===== src/rtl/nrdiv_pkg.sv =====
// Shared definitions for the parametrised non-restoring divider.
// Holds the controller state encoding and the partial-remainder width helper.
package nrdiv_pkg;

  localparam int STATE_W = 2;

  typedef enum logic [STATE_W-1:0] {
    ST_IDLE = 2'd0,
    ST_ITER = 2'd1,
    ST_FIX  = 2'd2
  } state_e;

  localparam logic [STATE_W-1:0] IDLE = ST_IDLE;
  localparam logic [STATE_W-1:0] ITER = ST_ITER;
  localparam logic [STATE_W-1:0] FIX  = ST_FIX;

  // The partial remainder carries one extra bit so its sign survives each add/sub step.
  function automatic int step_width(input int width);
    return width + 1;
  endfunction

endpackage


===== src/rtl/nrdiv_if.sv =====
// Request/acknowledge bus between a divider client (master) and the divider (slave).
interface nrdiv_if #(
  parameter int WIDTH = 8
) ();

  logic             req;
  logic [WIDTH-1:0] dividend;
  logic [WIDTH-1:0] divisor;
  logic             busy;
  logic             ack;
  logic [WIDTH-1:0] quotient;
  logic [WIDTH-1:0] remainder;
  logic             div_by_zero;

  modport master (
    output req, dividend, divisor,
    input  busy, ack, quotient, remainder, div_by_zero
  );

  modport slave (
    input  req, dividend, divisor,
    output busy, ack, quotient, remainder, div_by_zero
  );

endinterface


===== src/rtl/nrdiv_step.sv =====
// One combinational non-restoring division step.
// Shifts the next dividend bit into the partial remainder, adds or subtracts the
// divisor depending on the sign the remainder had before the shift, and shifts
// the resulting quotient bit into A.
import nrdiv_pkg::*;

module nrdiv_step #(
  parameter int WIDTH = 8
) (
  input  logic [step_width(WIDTH)-1:0] p_in,
  input  logic [WIDTH-1:0]             a_in,
  input  logic [WIDTH-1:0]             b,
  output logic [step_width(WIDTH)-1:0] p_out,
  output logic [WIDTH-1:0]             a_out
);

  localparam int PW = step_width(WIDTH);

  logic [PW-1:0] p_shift;
  logic [PW-1:0] b_ext;

  // Add back when the remainder went negative, otherwise keep subtracting.
  always_comb begin
    p_shift = {p_in[WIDTH-1:0], a_in[WIDTH-1]};
    b_ext   = {1'b0, b};
    p_out   = p_in[WIDTH] ? (p_shift + b_ext) : (p_shift - b_ext);
    a_out   = {a_in[WIDTH-2:0], ~p_out[WIDTH]};
  end

endmodule


===== src/rtl/nrdiv_param.sv =====
// Parametrised non-restoring integer divider behind a req/ack slave port.
// UNROLL steps are chained per clock; a zero divisor skips straight to the result.
// Optional feature macro: NRDIV_SIGNED_EN selects two's complement operands
// (truncating division); without it the divider is purely unsigned.
import nrdiv_pkg::*;

module nrdiv_param #(
  parameter int WIDTH  = 8,
  parameter int UNROLL = 1
) (
  input logic   clk,
  input logic   reset_n,
  nrdiv_if.slave bus
);

  localparam int PW = step_width(WIDTH);
  localparam int CW = $clog2(WIDTH + 1);

  if (WIDTH < 2 || UNROLL < 1 || (WIDTH % UNROLL) != 0) begin : g_bad_cfg
    $error("nrdiv_param: WIDTH must be >= 2 and a multiple of UNROLL");
  end

  logic [STATE_W-1:0] state;
  logic [WIDTH-1:0]   a_reg;
  logic [WIDTH-1:0]   b_reg;
  logic [PW-1:0]      p_reg;
  logic [CW-1:0]      count;
  logic               dbz;
  logic               busy_r;
  logic               ack_r;
  logic [WIDTH-1:0]   quotient_r;
  logic [WIDTH-1:0]   remainder_r;
  logic               div_by_zero_r;

  logic [WIDTH-1:0]   a_start;
  logic [WIDTH-1:0]   b_start;
  logic [CW-1:0]      count_nxt;
  logic [PW-1:0]      p_fix;
  logic [WIDTH-1:0]   rem_mag;
  logic [WIDTH-1:0]   q_fix;
  logic [WIDTH-1:0]   r_fix;
  logic [PW-1:0]      p_last;
  logic [WIDTH-1:0]   a_last;

  // Chain of UNROLL single-step stages fed from the working registers.
  for (genvar i = 0; i < UNROLL; i++) begin : g_step
    logic [PW-1:0]    p_i;
    logic [WIDTH-1:0] a_i;
    logic [PW-1:0]    p_o;
    logic [WIDTH-1:0] a_o;
    if (i == 0) begin : g_first
      assign p_i = p_reg;
      assign a_i = a_reg;
    end else begin : g_next
      assign p_i = g_step[i-1].p_o;
      assign a_i = g_step[i-1].a_o;
    end
    nrdiv_step #(.WIDTH(WIDTH)) u_step (
      .p_in  (p_i),
      .a_in  (a_i),
      .b     (b_reg),
      .p_out (p_o),
      .a_out (a_o)
    );
  end

  assign p_last    = g_step[UNROLL-1].p_o;
  assign a_last    = g_step[UNROLL-1].a_o;
  assign count_nxt = count + CW'(UNROLL);

  // A negative final remainder still owes one divisor add-back.
  always_comb begin
    p_fix   = p_reg + {1'b0, b_reg};
    rem_mag = p_reg[WIDTH] ? p_fix[WIDTH-1:0] : p_reg[WIDTH-1:0];
  end

`ifdef NRDIV_SIGNED_EN
  logic neg_q;
  logic neg_r;

  // Core runs on magnitudes; a zero divisor keeps the raw dividend for the remainder.
  always_comb begin
    a_start = (bus.dividend[WIDTH-1] && (bus.divisor != '0)) ? -bus.dividend : bus.dividend;
    b_start = bus.divisor[WIDTH-1] ? -bus.divisor : bus.divisor;
  end

  // Remember the operand signs at accept so FIX can restore them.
  always_ff @(posedge clk or negedge reset_n) begin
    if (!reset_n) begin
      neg_q <= 1'b0;
      neg_r <= 1'b0;
    end else if (state == IDLE && bus.req) begin
      neg_q <= bus.dividend[WIDTH-1] ^ bus.divisor[WIDTH-1];
      neg_r <= bus.dividend[WIDTH-1];
    end
  end

  // Quotient negates on differing signs, remainder follows the dividend sign.
  always_comb begin
    q_fix = neg_q ? -a_reg : a_reg;
    r_fix = neg_r ? -rem_mag : rem_mag;
    if (dbz) begin
      q_fix = '1;
      r_fix = a_reg;
    end
  end
`else
  // Unsigned operands go straight into the core.
  always_comb begin
    a_start = bus.dividend;
    b_start = bus.divisor;
  end

  // Final result selection, with the fixed divide-by-zero answer.
  always_comb begin
    q_fix = a_reg;
    r_fix = rem_mag;
    if (dbz) begin
      q_fix = '1;
      r_fix = a_reg;
    end
  end
`endif

  // Controller: accept in IDLE, iterate, then publish the result with a one-cycle ack.
  always_ff @(posedge clk or negedge reset_n) begin
    if (!reset_n) begin
      state         <= IDLE;
      a_reg         <= '0;
      b_reg         <= '0;
      p_reg         <= '0;
      count         <= '0;
      dbz           <= 1'b0;
      busy_r        <= 1'b0;
      ack_r         <= 1'b0;
      quotient_r    <= '0;
      remainder_r   <= '0;
      div_by_zero_r <= 1'b0;
    end else begin
      ack_r <= 1'b0;
      case (state)
        IDLE: begin
          if (bus.req) begin
            a_reg  <= a_start;
            b_reg  <= b_start;
            p_reg  <= '0;
            count  <= '0;
            busy_r <= 1'b1;
            dbz    <= (bus.divisor == '0);
            state  <= (bus.divisor == '0) ? FIX : ITER;
          end
        end
        ITER: begin
          p_reg <= p_last;
          a_reg <= a_last;
          count <= count_nxt;
          if (count_nxt == CW'(WIDTH)) state <= FIX;
        end
        FIX: begin
          quotient_r    <= q_fix;
          remainder_r   <= r_fix;
          div_by_zero_r <= dbz;
          ack_r         <= 1'b1;
          busy_r        <= 1'b0;
          state         <= IDLE;
        end
        default: state <= IDLE;
      endcase
    end
  end

  assign bus.busy        = busy_r;
  assign bus.ack         = ack_r;
  assign bus.quotient    = quotient_r;
  assign bus.remainder   = remainder_r;
  assign bus.div_by_zero = div_by_zero_r;

endmodule

===== src/flat_wrapper.sv =====
// flat-port wrapper written by rule: the top's interface ports become plain ports
module nrdiv_param_flat 
#(
  parameter int WIDTH  = 8,
  parameter int UNROLL = 1
)
  (clk, reset_n, bus_req, bus_dividend, bus_divisor, bus_busy, bus_ack, bus_quotient, bus_remainder, bus_div_by_zero);
  nrdiv_if #(.WIDTH(WIDTH)) bus_i ();
  input logic clk;
  input logic reset_n;
  input wire logic [$bits(bus_i.req)-1:0] bus_req;
  input wire logic [$bits(bus_i.dividend)-1:0] bus_dividend;
  input wire logic [$bits(bus_i.divisor)-1:0] bus_divisor;
  output wire logic [$bits(bus_i.busy)-1:0] bus_busy;
  output wire logic [$bits(bus_i.ack)-1:0] bus_ack;
  output wire logic [$bits(bus_i.quotient)-1:0] bus_quotient;
  output wire logic [$bits(bus_i.remainder)-1:0] bus_remainder;
  output wire logic [$bits(bus_i.div_by_zero)-1:0] bus_div_by_zero;
  assign bus_i.req = bus_req;
  assign bus_i.dividend = bus_dividend;
  assign bus_i.divisor = bus_divisor;
  assign bus_busy = bus_i.busy;
  assign bus_ack = bus_i.ack;
  assign bus_quotient = bus_i.quotient;
  assign bus_remainder = bus_i.remainder;
  assign bus_div_by_zero = bus_i.div_by_zero;
  nrdiv_param #(.WIDTH(WIDTH), .UNROLL(UNROLL)) u_core (.clk(clk), .reset_n(reset_n), .bus(bus_i));
endmodule

===== config.mk =====
export PLATFORM = sky130hd
export DESIGN_NAME = nrdiv_param_flat
export DESIGN_NICKNAME = d
export VERILOG_FILES = /design/src/rtl/nrdiv_pkg.sv /design/src/rtl/nrdiv_if.sv /design/src/rtl/nrdiv_step.sv /design/src/rtl/nrdiv_param.sv /design/src/flat_wrapper.sv
export SDC_FILE = /design/constraint.sdc
export NUM_CORES = 1
export LEC_CHECK = 0
export CAP_MARGIN = 10
export CORE_MARGIN = 4
export CORE_UTILIZATION = 50
export CTS_CLUSTER_DIAMETER = 60
export DETAILED_ROUTE_END_ITERATION = 7
export GPL_TIMING_DRIVEN = 0
export PLACE_DENSITY = 0.74
export SETUP_SLACK_MARGIN = 0.3
export SLEW_MARGIN = 10
export SYNTH_ARGS = -nofsm -noshare
export SYNTH_HDL_FRONTEND = slang
export SYNTH_SLANG_ARGS = --single-unit

===== constraint.sdc =====
create_clock -name clk -period 2.9 [get_ports clk]
set_input_delay 0.725 -clock clk [delete_from_list [all_inputs] [get_ports clk]]
set_output_delay 0.725 -clock clk [all_outputs]
set_load 0.01 [all_outputs]

Word-level counts from Yosys, hierarchy flattened
Index checks and enable logic that the tools add are counted.
{"block": "totals", "out_inout_bits": 19, "elab_cells": 46, "regBits": 51, "in_bits": 19}
{"block": "classes", "mux": 17, "add_sub_neg": 4, "n_eq_ne": 5, "bitwise_logic": 1, "reduce_logical": 8}
{"cell": "two-way mux 8 bit", "count": 4}
{"cell": "two-way mux 9 bit", "count": 2}
{"cell": "one-hot mux 9 bit (2 select lines)", "count": 1}
{"cell": "one-hot mux 8 bit (2 select lines)", "count": 1}
{"cell": "adder 9 x 8 -> 9 bit", "count": 1}
{"cell": "subtractor 9 x 8 -> 9 bit", "count": 1}
{"cell": "adder 8 bit", "count": 1}
{"cell": "zero test 8 bit", "count": 1}
{"cell": "one-hot mux 4 bit (2 select lines)", "count": 1}
{"cell": "AND reduction 2 bit", "count": 4}
{"cell": "two-way mux 2 bit", "count": 3}
{"cell": "adder 4 x 1 -> 4 bit (second input constant)", "count": 1}
{"cell": "== test 4 bit (second input constant)", "count": 1}
{"cell": "two-way mux 4 bit", "count": 1}
{"cell": "one-hot mux 2 bit (2 select lines)", "count": 1}
{"cell": "nonzero test 2 bit", "count": 2}
{"cell": "== test 2 x 1 -> 1 bit (second input constant)", "count": 1}
{"cell": "== test 2 bit (second input constant)", "count": 1}
{"cell": "zero test 2 bit", "count": 1}
{"cell": "two-way mux 1 bit", "count": 2}
{"cell": "inequality test 2 x 1 -> 1 bit (second input constant)", "count": 1}
{"cell": "inequality test 2 bit (second input constant)", "count": 1}
{"cell": "one-hot mux 1 bit (2 select lines)", "count": 1}
{"cell": "inverter 1 bit", "count": 1}

Logic depth before layout (Yosys ltp)
Gate-level depths: netlist (run 1).
{"block": "depth", "word_depth": 4, "ltp_mapped": 11, "depth_no_buf": 11}

By module
Synthesis (run 1) repeated with hierarchy kept, for this count alone.
{"block": "unflattened", "cells_unflattened": 327, "hier_area_um2": 3151.8}
{"module": "nrdiv_param", "area_each_um2": 2542.4, "cells_per_inst": 248, "instances": 1}
{"module": "nrdiv_step", "area_each_um2": 609.3, "cells_per_inst": 79, "instances": 1}

Worst setup path before layout (run 1)
No wires, ideal clock.
{"block": "synth_path", "kind": "register -> register", "start": "reg u_core.p_reg[8] (netlist: u_core.g_step[0].p_i[8])", "end": "reg u_core.a_reg[0]", "arrival_time_ns": 2.487, "path_stages_with_launch": 11, "path_buffers": 2, "setup_time_ns": 0.136, "required_ns": 2.764, "setup_slack_ns": 0.277, "cell_sequence": "dfrtp_1 > buf_2 > buf_1 > mux2_2 > fa_1 > a21oi_1 > o21bai_1 > a21bo_2 > a21oi_1 > xor2_1 > a21oi_1"}
{"block": "synth_via", "elab_chain_len": 3}
{"element": "start, declared", "line": "nrdiv_param.sv:26", "text": "logic [PW-1:0] p_reg;"}
{"element": "start signal, assigned", "line": "nrdiv_param.sv:154", "text": "p_reg <= p_last;"}
{"element": "two-way mux 9 bit", "line": "nrdiv_step.sv:26", "text": "p_out = p_in[WIDTH] ? (p_shift + b_ext) : (p_shift - b_ext);"}
{"element": "inverter 1 bit", "line": "nrdiv_step.sv:27", "text": "a_out = {a_in[WIDTH-2:0], ~p_out[WIDTH]};"}
{"element": "one-hot mux 8 bit (2 select lines)", "line": "nrdiv_param.sv:141", "text": "case (state)"}
{"element": "end signal, assigned", "line": "nrdiv_param.sv:144", "text": "a_reg <= a_start;"}
{"element": "end signal, assigned", "line": "nrdiv_param.sv:155", "text": "a_reg <= a_last;"}
{"element": "end, declared", "line": "nrdiv_param.sv:24", "text": "logic [WIDTH-1:0] a_reg;"}
Every way passes these cells.
A chain may end at the register's enable or synchronous reset.

Worst setup path in the final report (run 1)
{"block": "layout_path", "start": "reg u_core.b_reg[2]", "end": "reg u_core.p_reg[8] (netlist: u_core.g_step[0].p_i[8])"}
{"block": "layout_via", "elab_chain_len": 3, "word_cells_on_any_way": 4}
{"element": "start, declared", "line": "nrdiv_param.sv:25", "text": "logic [WIDTH-1:0] b_reg;"}
{"element": "start signal, assigned", "line": "nrdiv_param.sv:145", "text": "b_reg <= b_start;"}
{"element": "subtractor 9 x 8 -> 9 bit / adder 9 x 8 -> 9 bit (equally long branches)", "line": "nrdiv_step.sv:26"}
{"element": "two-way mux 9 bit *", "line": "nrdiv_step.sv:26"}
{"element": "one-hot mux 9 bit (2 select lines) *", "line": "nrdiv_param.sv:141"}
Mark *: on every way between the ends. The rest lies on a longest branch, timed or not.

==> impl_metrics.json, run 1 <==
{
  "finalMaxSlewViolations": 0,
  "largest_reg_flops": 9,
  "worstPathRequired_ns": 3.10,
  "syn_avg_cell_area_um2": 9.69,
  "vias": 2309,
  "cts_tree": "yes",
  "grtUsageMet1_pct": 22.7,
  "clock_latency_ns": 0.32,
  "finalSetupViolCount": 0,
  "cts_buffers": 5,
  "maxCapViolCount": 0,
  "wire_per_inst_um": 14.5,
  "path_max_fanout": 2,
  "fp.dieW_um": 84.3,
  "htree_levels": 2,
  "track_usage_pct": 18.1,
  "overflow": 0,
  "ant_nets": 0,
  "crit_path_top_delay_cell": "dfrtp_2",
  "fmax_ghz": 0.372,
  "synth_fp_nets": 338,
  "cp-start-kind": "register",
  "ys_top_cells_by_area": "dfrtp_1 44%, ha_1 7.3%, nand2_1 6.5%, o21ai_0 6.2%, mux2i_1 4.5%",
  "wirelength_um": 6190,
  "synth_seq_cells": 51,
  "io_pins": 38,
  "ys_seq_area_share_pct": 43.9,
  "synth_top_area_share_pct": 43.9,
  "core-area_mm2": 0.00557,
  "yosysTopAreaCell": "dfrtp_1",
  "clock-root-buffer": "clkbuf_8",
  "path_cells": "or3_4 > nor3_4 > nor2_2 > xor2_1 > ha_1 > a21o_1 > a21oi_2 > a21bo_2 > a21oi_2 > xor2_1 > buf_4 > a22o_1",
  "worstMarginPinSlew_ns": 0.568,
  "use_met3_pct": 3.14,
  "worst_ep_arrival_time_ns": 2.89,
  "start_util_pct": 52.2,
  "maxSlewHeadroom_pct": 62.1,
  "synth_edf_count": 0,
  "fin_skew_ns": 0.0145,
  "met2_usage_pct": 31.6,
  "outcome": "finished clean",
  "postSynthCellCount": 300,
  "path_class": "reg2reg",
  "synthDistinctLibCells": 37,
  "die_area_mm2": 0.00710,
  "hold_viol": 0,
  "placementRows": 27,
  "pwr_density_cell_mw_per_mm2": 1270,
  "grt_pass1_wl_um": 10400,
  "regToRegSetupSlack_ns": 0.21,
  "hp-class": "in2async",
  "dr.pass1.iters": 4,
  "final_nets": 393,
  "async_flop_share_pct": 100,
  "hold_buffers": 0,
  "fin_crit_sh_pct": 92.7,
  "timing.hold.ws_ns": 0.389,
  "cp-end-kind": "register",
  "slowest_delay_ns": 0.43,
  "drcViolationCount": 0,
  "cts_max_path_buffers": 2,
  "final_layout_size_suffix_gt1_share_pct": 15.4,
  "routabilityCongestion": 0.813,
  "p_leak_nw": 1.62,
  "ys.flop_type": "dfrtp_1",
  "syn_to_final_growth_pct": 24.1,
  "peakVddDrop_uv": 788,
  "period_minus_slack_ns": 2.69,
  "antenna_cells": 0,
  "synth_area_mm2": 0.00291,
  "grt_max_degree": 29,
  "antenna_found_initial": 0,
  "rsz0062_at_grt": "true",
  "drtIter0Drc": 75,
  "top_usage_layer": "met2",
  "port_buffers": 37,
  "dpl.hpwl_um": 4660,
  "fin_tns_setup_ns": 0,
  "die_h_um": 84.3,
  "first_global_vias": 2289,
  "cts_sinks": 51,
  "clkSlewWorstSetupHoldPaths_ns": 0.11,
  "routed_via_density": 5.39,
  "yosysWarnings": 0
}
[report_power, final]
group	internal [mW]	leakage (nW)	switching (mW)
registers	1.04	0.636	0.296
logic	1.43	0.937	1.38
clock network	0.179	0.0502	0.263
total	2.64	1.62	1.94
[worst max-delay path, delay by kind of cell, from the launching register on]
kind | cells | cell delay (ns)
AO/OA/AOI/OAI | 5 | 0.85
XOR/XNOR | 2 | 0.21
adder cells (fa/ha/maj) | 1 | 0.31
buffers and inverters | 1 | 0.14
flip-flops | 1 | 0.43
AND/OR/NAND/NOR | 3 | 0.64
[path summary, 6_finish.rpt]
| check | from | end | cells past startpoint |
|---|---|---|---|
| worst max-delay path | u_core.b_reg[2]$_DFFE_PN0P_ | u_core.g_step[0].p_i[8]$_DFFE_PN0P_ | 12 |
| worst max register to register | u_core.b_reg[2]$_DFFE_PN0P_ | u_core.g_step[0].p_i[8]$_DFFE_PN0P_ | 12 |
| min in group clk | u_core.bus.quotient[5]$_DFFE_PN0P_ | u_core.bus.quotient[5]$_DFFE_PN0P_ | 2 |
| max in group asynchronous | reset_n | u_core.b_reg[3]$_DFFE_PN0P_ | 2 |
| worst min-delay path | reset_n | u_core.a_reg[5]$_DFFE_PN0P_ | 1 |
| worst min register to register | u_core.bus.quotient[5]$_DFFE_PN0P_ | u_core.bus.quotient[5]$_DFFE_PN0P_ | 2 |
[cell usage in the layout, fill, tap and decap left out, types with 4 or more instances in the layout]
master	instances
a21oi_1	17
a22o_1	5
buf_2	5
buf_4	9
clkbuf_1	6
clkbuf_8	5
clkdlybuf4s50_1	36
dfrtp_1	47
dfrtp_2	4
ha_1	17
inv_1	5
mux2_2	11
mux2i_1	13
nand2_1	50
nand2b_1	4
nand3_1	4
nor2_1	11
nor2b_1	7
o21ai_0	36
xnor2_1	7
xor2_1	12
[metrics by stage]
step / power [mW] / util [%] / instances / setup slack (ns) / instance area, um2
4_1_cts: 4.53 / 64.0 / 425 / 0.162 / 3570
3_3_place_gp: 3.77 / 60.4 / 409 / -0.386 / 3370
3_5_place_dp: 3.85 / 60.7 / 410 / -0.0766 / 3380
5_1_grt: 4.99 / 64.8 / 428 / 0.136 / 3610
6_report: 4.58 / 64.8 / 428 / 0.211 / 3610
2_1_floorplan: 3.14 / - / 300 / 0.302 / 2910
[cell usage after synthesis (4+ instances only)]
| cell | instances |
|---|---|
| xnor2_1 | 7 |
| nand3_1 | 4 |
| ha_1 | 17 |
| clkbuf_1 | 6 |
| a21oi_1 | 20 |
| mux2_2 | 11 |
| nand2b_1 | 4 |
| xor2_1 | 12 |
| nand2_1 | 50 |
| mux2i_1 | 13 |
| nor2_1 | 12 |
| o21ai_0 | 36 |
| nor2b_1 | 7 |
| a22o_1 | 5 |
| dfrtp_1 | 51 |
| inv_1 | 6 |
| buf_2 | 5 |
[repair_timing]
action,in CTS,in global routing
buffers inserted,7,3
resized for setup,12,6
setup endpoints to repair,5,4
gates cloned,0,0
pin swaps,8,2
[area by class of cell]
class                           count  area (um2)
Fill cell                         455        1960
Multi-Input combinational cell    230        1590
Sequential cell                    51        1280
Timing Repair Buffer               48         464
Tap cell                           72        90.1
Clock buffer                        5        68.8
Buffer                             12        65.1
Clock inverter                      3        28.8
Inverter                            7        26.3
[logic make-up (layout without fill, tap and decap cells)]
family / after synthesis / after routing / share of synthesized area [%]
adders and majority gates: 19 / 19 / 8.69
DFF: 51 / 51 / 43.9
AOI/OAI and AO/OA: 79 / 79 / 16.0
muxes: 24 / 24 / 8.73
and+or+nand+nor: 88 / 88 / 13.7
buffers and inverters: 19 / 75 / 2.67
xor gates and xnor gates: 20 / 20 / 6.28
[metal layers]
layer / routed length [um] / part of all wire (%) / vias to the layer above
met1: 2770 / 45 / 1103
met4: 78 / 1.3 / 0
met3: 329 / 5.3 / 7
li1: - / - / 1149
met2: 3010 / 49 / 50
met5: 0 / 0 / -
(Power assumes the default switching activity.)
==> run 2, diff against run 1 <==
PLACE_DENSITY = 0.77   (was 0.74)
clock period = 2.3 ns   (was 2.9 ns; I/O delays follow)
==> run 2 against run 1 <==
  * The flow now finishes with violations (setup timing)
  * Clock skew shrank 0.0077 ns
  * Global-route usage is 2.0 points higher
  * Register-to-register slack got worse by 0.65 ns
  * Maximum frequency is 1.8% lower
  * Utilization rose by 2.4 points
  * Sequential power increased by 29%
  * Cell count increased by 0.93%
  * Sequential share of layout area shrank 1.3 points
  * Via count up 4.3%
  * Non-clock buffer count is 4 higher
  * Die area unchanged
  * Critical path type unchanged
  * Critical endpoint unchanged
  * Highest routed layer unchanged
==> impl_metrics.json, run 2 (synthesis gave the netlist of run 1 again) <==
{
  "outcome": "finished, violations left",
  "violations": "setup timing",
  "path_class": "reg2reg",
  "peakVddDrop_uv": 815,
  "fin_skew_ns": 0.00687,
  "cp-start-kind": "register",
  "die_area_mm2": 0.00710,
  "hp-class": "in2async",
  "fin_tns_setup_ns": -1.18,
  "drtIter0Drc": 113,
  "grt_pass1_wl_um": 11500,
  "maxCapViolCount": 0,
  "dpl_cell_area_mm2": 0.00342,
  "port_buffers": 37,
  "fmax_ghz": 0.365,
  "setup_ws_ns": -0.437,
  "vias": 2409,
  "antenna_found_initial": 0,
  "overflow": 0,
  "finalMaxSlewViolations": 0,
  "fin_crit_sh_pct": 119,
  "clock_latency_ns": 0.31,
  "period_minus_slack_ns": 2.74,
  "start_util_pct": 52.2,
  "clkSlewWorstSetupHoldPaths_ns": 0.09,
  "wirelength_um": 7010,
  "cts_sinks": 51,
  "fp.dieW_um": 84.3,
  "p_leak_nw": 1.66,
  "cts_tree": "yes",
  "fin_cells": 432,
  "pwr_density_cell_mw_per_mm2": 1640,
  "rsz0062_at_grt": "true",
  "finalPower_mw": 6.14,
  "dpl.hpwl_um": 4990,
  "dr.pass1.iters": 4,
  "path_max_fanout": 6,
  "drcViolationCount": 0,
  "io_pins": 38,
  "maxSlewHeadroom_pct": 58.8,
  "hold_buffers": 0,
  "wire_per_inst_um": 16.2,
  "track_usage_pct": 20.1,
  "htree_levels": 2,
  "antenna_cells": 0,
  "final_area_mm2": 0.00374,
  "finalSetupViolCount": 4,
  "routed_via_density": 5.58,
  "layout_commonest_cell": "nand2_1",
  "die_h_um": 84.3,
  "largest_reg_flops": 9,
  "fin_util_pct": 67.2,
  "final_layout_size_suffix_gt1_share_pct": 20.8,
  "syn_to_final_growth_pct": 28.8,
  "ant_nets": 0,
  "cts_max_path_buffers": 2,
  "hold_viol": 0,
  "cp-end-kind": "register",
  "place_ws_ns": -0.582,
  "grt_max_degree": 27,
  "clock-root-buffer": "clkbuf_8",
  "worstPathRequired_ns": 2.55,
  "final_cell_mix": "50 x nand2_1, 47 x dfrtp_1, 36 x clkdlybuf4s50_1, 32 x o21ai_0, 14 x ha_1",
  "placementRows": 27,
  "worstMarginPinSlew_ns": 0.618,
  "first_global_vias": 2327,
  "routabilityCongestion": 0.894,
  "cp-startpoint": "u_core.b_reg[2]$_DFFE_PN0P_",
  "placed_cells": 410,
  "worstReg2RegStart": "u_core.b_reg[2]$_DFFE_PN0P_",
  "cts_buffers": 5,
  "final_nets": 397,
  "timing.hold.ws_ns": 0.262,
  "core-area_mm2": 0.00557,
  "fillCellCount": 427,
  "worst_ep_arrival_time_ns": 2.99
}
[run 2: final timing paths]
kind / end / slack, ns / cells past startpoint
max: u_core.g_step[0].p_i[8]$_DFFE_PN0P_ / -0.44 / 11
min: u_core.bus.quotient[3]$_DFFE_PN0P_ / 0.26 / 1
max reg2reg: u_core.g_step[0].p_i[8]$_DFFE_PN0P_ / -0.44 / 11
min reg2reg: u_core.bus.quotient[5]$_DFFE_PN0P_ / 0.47 / 2
max in group asynchronous: u_core.g_step[0].p_i[7]$_DFFE_PN0P_ / 1.48 / 2
min in group clk: u_core.bus.quotient[5]$_DFFE_PN0P_ / 0.47 / 2
[run 2: timing repair]
action	4_1_cts	5_1_grt
pin swaps	11	10
setup endpoints to repair	15	14
buffers inserted	12	2
resized for setup	19	15
cloned	0	0
[run 2: power by group]
part | total [mW] | internal (mW) | leakage (nW) | switching [mW]
combinational | 3.90 | 1.94 | 0.986 | 1.96
sequential | 1.72 | 1.31 | 0.636 | 0.416
clock | 0.524 | 0.212 | 0.0402 | 0.312
total | 6.14 | 3.45 | 1.66 | 2.69
[run 2: critical path, stage by stage (launching register included)]
cell and delay [ns]:
dfrtp_2 0.47, or3_4 0.36, nor3_4 0.18, nor2_2 0.09
xor2_2 0.16, ha_1 0.33, a21o_1 0.18, a21oi_2 0.14
a21bo_2 0.25, a21oi_4 0.14, xor2_2 0.22, a22o_1 0.16
[run 2: cell type report]
| class | count | area (um2) | share of cell area [%] |
|---|---|---|---|
| multi-input combinational | 230 | 1690 | 45.1 |
| sequential | 51 | 1280 | 34.2 |
| timing repair buffer | 52 | 502 | 13.4 |
| tap | 72 | 90.1 | 2.41 |
| clock buffer | 5 | 68.8 | 1.84 |
| buffer | 12 | 63.8 | 1.70 |
| inverter | 7 | 28.8 | 0.768 |
| clock inverter | 3 | 20.0 | 0.535 |
[run 2: per-layer routing]
metal | vias to the layer above | share of wire [%] | GRT usage [%]
li1 | 1156 | - | -
met1 | 1164 | 43 | 25.6
met2 | 75 | 50 | 35.3
met3 | 14 | 5.5 | 4.12
met4 | 0 | 2.0 | 4.68
met5 | - | 0 | 0
==> RTL change, RTL diff (settings of run 2) <==
`WIDTH` is set to 8 in 4 places; all go to 16.
--- a/src/rtl/nrdiv_if.sv
+++ b/src/rtl/nrdiv_if.sv
@@ -1,5 +1,5 @@
 // Request/acknowledge bus between a divider client (master) and the divider (slave).
 interface nrdiv_if #(
-  parameter int WIDTH = 8
+  parameter int WIDTH = 16
 ) ();
 
--- a/src/rtl/nrdiv_step.sv
+++ b/src/rtl/nrdiv_step.sv
@@ -6,5 +6,5 @@
 
 module nrdiv_step #(
-  parameter int WIDTH = 8
+  parameter int WIDTH = 16
 ) (
   input  logic [step_width(WIDTH)-1:0] p_in,
--- a/src/rtl/nrdiv_param.sv
+++ b/src/rtl/nrdiv_param.sv
@@ -6,5 +6,5 @@
 
 module nrdiv_param #(
-  parameter int WIDTH  = 8,
+  parameter int WIDTH  = 16,
   parameter int UNROLL = 1
 ) (
--- a/src/flat_wrapper.sv
+++ b/src/flat_wrapper.sv
@@ -2,5 +2,5 @@
 module nrdiv_param_flat 
 #(
-  parameter int WIDTH  = 8,
+  parameter int WIDTH  = 16,
   parameter int UNROLL = 1
 )
Interface: changed (resized bus_dividend, bus_divisor, bus_quotient and bus_remainder); port bits go from 38 to 70. No check against the original RTL was run, so the function may have changed too.
==> RTL change against run 2 <==
The flow still finishes with violations (negative setup slack); sequential cell count grew 41; design area increased by 120%; synthesized area is 100% higher; maximum frequency is 20% lower; wire length grew to 3.0 times the old value; highest routed layer unchanged; hold slack worse by 0.085 ns; die area increased by 89%; critical endpoint is now u_core.g_step[0].p_i[14]$_DFFE_PN0P_; critical path type unchanged; worst setup slack worse by 0.69 ns.
Power is left out: the tool's default activity adds up to more than one toggle a clock period on the data nets, which glitch-free logic cannot reach.
==> RTL change: results (changes against run 2) <==
layout-drive-gt1-share: 0.277  # +0.0691
skew_ns: 0.0102  # +0.00330 ns
status: "finished, violations left"
drt_iter0_markers: 686  # +510%
seq_area_frac_synth: 0.395  # -0.0435
fin_tns_setup_ns: -12.61  # -11.43 ns
post_synth_inst_count: 670  # +120%
setup_viol: 24  # +20
reg2reg_depth: 13  # +2
grt_max_degree: 59  # +120%
grt_usage: 0.289  # +0.0873
holdWs_ns: 0.178  # -0.0846 ns
setup_ws_ns: -1.12  # -0.685 ns
n_all_inverters: 17  # +10
n_clock_buffer: 9  # +4
cpMaxStageDelayCell: "dfrtp_1"
syn_nets: 740  # +120%
n_fill_cell: 778  # +82%
buffers: 175  # +170%
cts_resized: 94  # +75
post_drt_wl_per_cell_um: 21.7  # +34%
yosysWarnings: 0  # unchanged
reg2reg_to: "u_core.g_step[0].p_i[14]$_DFFE_PN0P_"
synth_flop_cell: "dfrtp_1"
cts-htree-levels: 3  # +1
synth.most_common_cell: "nand2_1"
nets: 894  # +130%
root_buffer: "clkbuf_16"
portBuffers: 69  # +86%
grt_pass1_vias: 6060  # +160%
yosysUniqueCellTypes: 63  # +70%
postCtsSetupBuffers: 50  # +38
detailedRoute.firstPassIterationCount: 5  # +1
multi_input_gates: 529  # +130%
violations: "negative setup slack"
synth_area_leaders: "dfrtp_1 (40%), nand2_1 (7.7%), ha_1 (7.1%)"
sh_seq_area: 0.276  # -0.0658
grt_pass1_wl_mm: 30.5  # +160%
placed_area_um2: 6860  # +100%
areaGrowthSynthToFinish_pct: 43.8
dp_hpwl_mm: 12.3  # +150%
drt-vias-per-instance: 6.30  # +13%
timing.rr.start: "u_core.b_reg[1]$_DFFE_PN0P_"
clk_share: 0.0387  # +0.0150
buf_share: 0.181  # +0.0295
slowest_delay_ns: 0.43  # -0.04 ns
placed_cells: 883  # +120%
synth_common_cells: "nand2_1 (120), dfrtp_1 (92), o21ai_0 (76)"
slew_headroom: 0.569  # -0.0191
wl_mm: 21.1  # +200%
place.gp.congestion: 0.945  # +5.7%
largest_reg_flops: 17  # +8
clock_sinks: 92  # +80%
clkLatencyLatePin_ns: 0.35  # +0.04 ns
antenna-diode-count: 0  # unchanged
arrival_ns: 3.65  # +0.66 ns
crit_fanout: 4  # -2
[RTL change: changes by cell type in the layout (fill, tap and decap cells not counted), moves of 15 or more]
cell | run 2 | this run
dfrtp_1 | 47 | 83
a21oi_1 | 12 | 33
buf_4 | 13 | 55
clkdlybuf4s50_1 | 36 | 67
nor2b_1 | 5 | 22
a22oi_1 | 0 | 15
nand2_1 | 50 | 116
nor2_1 | 11 | 29
buf_6 | 4 | 19
o21ai_0 | 32 | 53
[RTL change: layer usage]
metal,vias to the layer above,track usage,wire [um]
met5,-,0,0
met4,0,0.159,987
met3,101,0.0366,1920
met2,394,0.484,10100
met1,2911,0.362,8060
li1,2713,-,-
[RTL change: cells by family after synthesis]
group                      count (synthesis)  synth area share
muxes                                      5           0.00924
xor gates and xnor gates                  36            0.0554
buffers and inverters                     49            0.0316
AOI/OAI and AO/OA                        214             0.237
adders and majority gates                 35            0.0778
and+or+nand+nor                          239             0.194
DFF                                       92             0.395
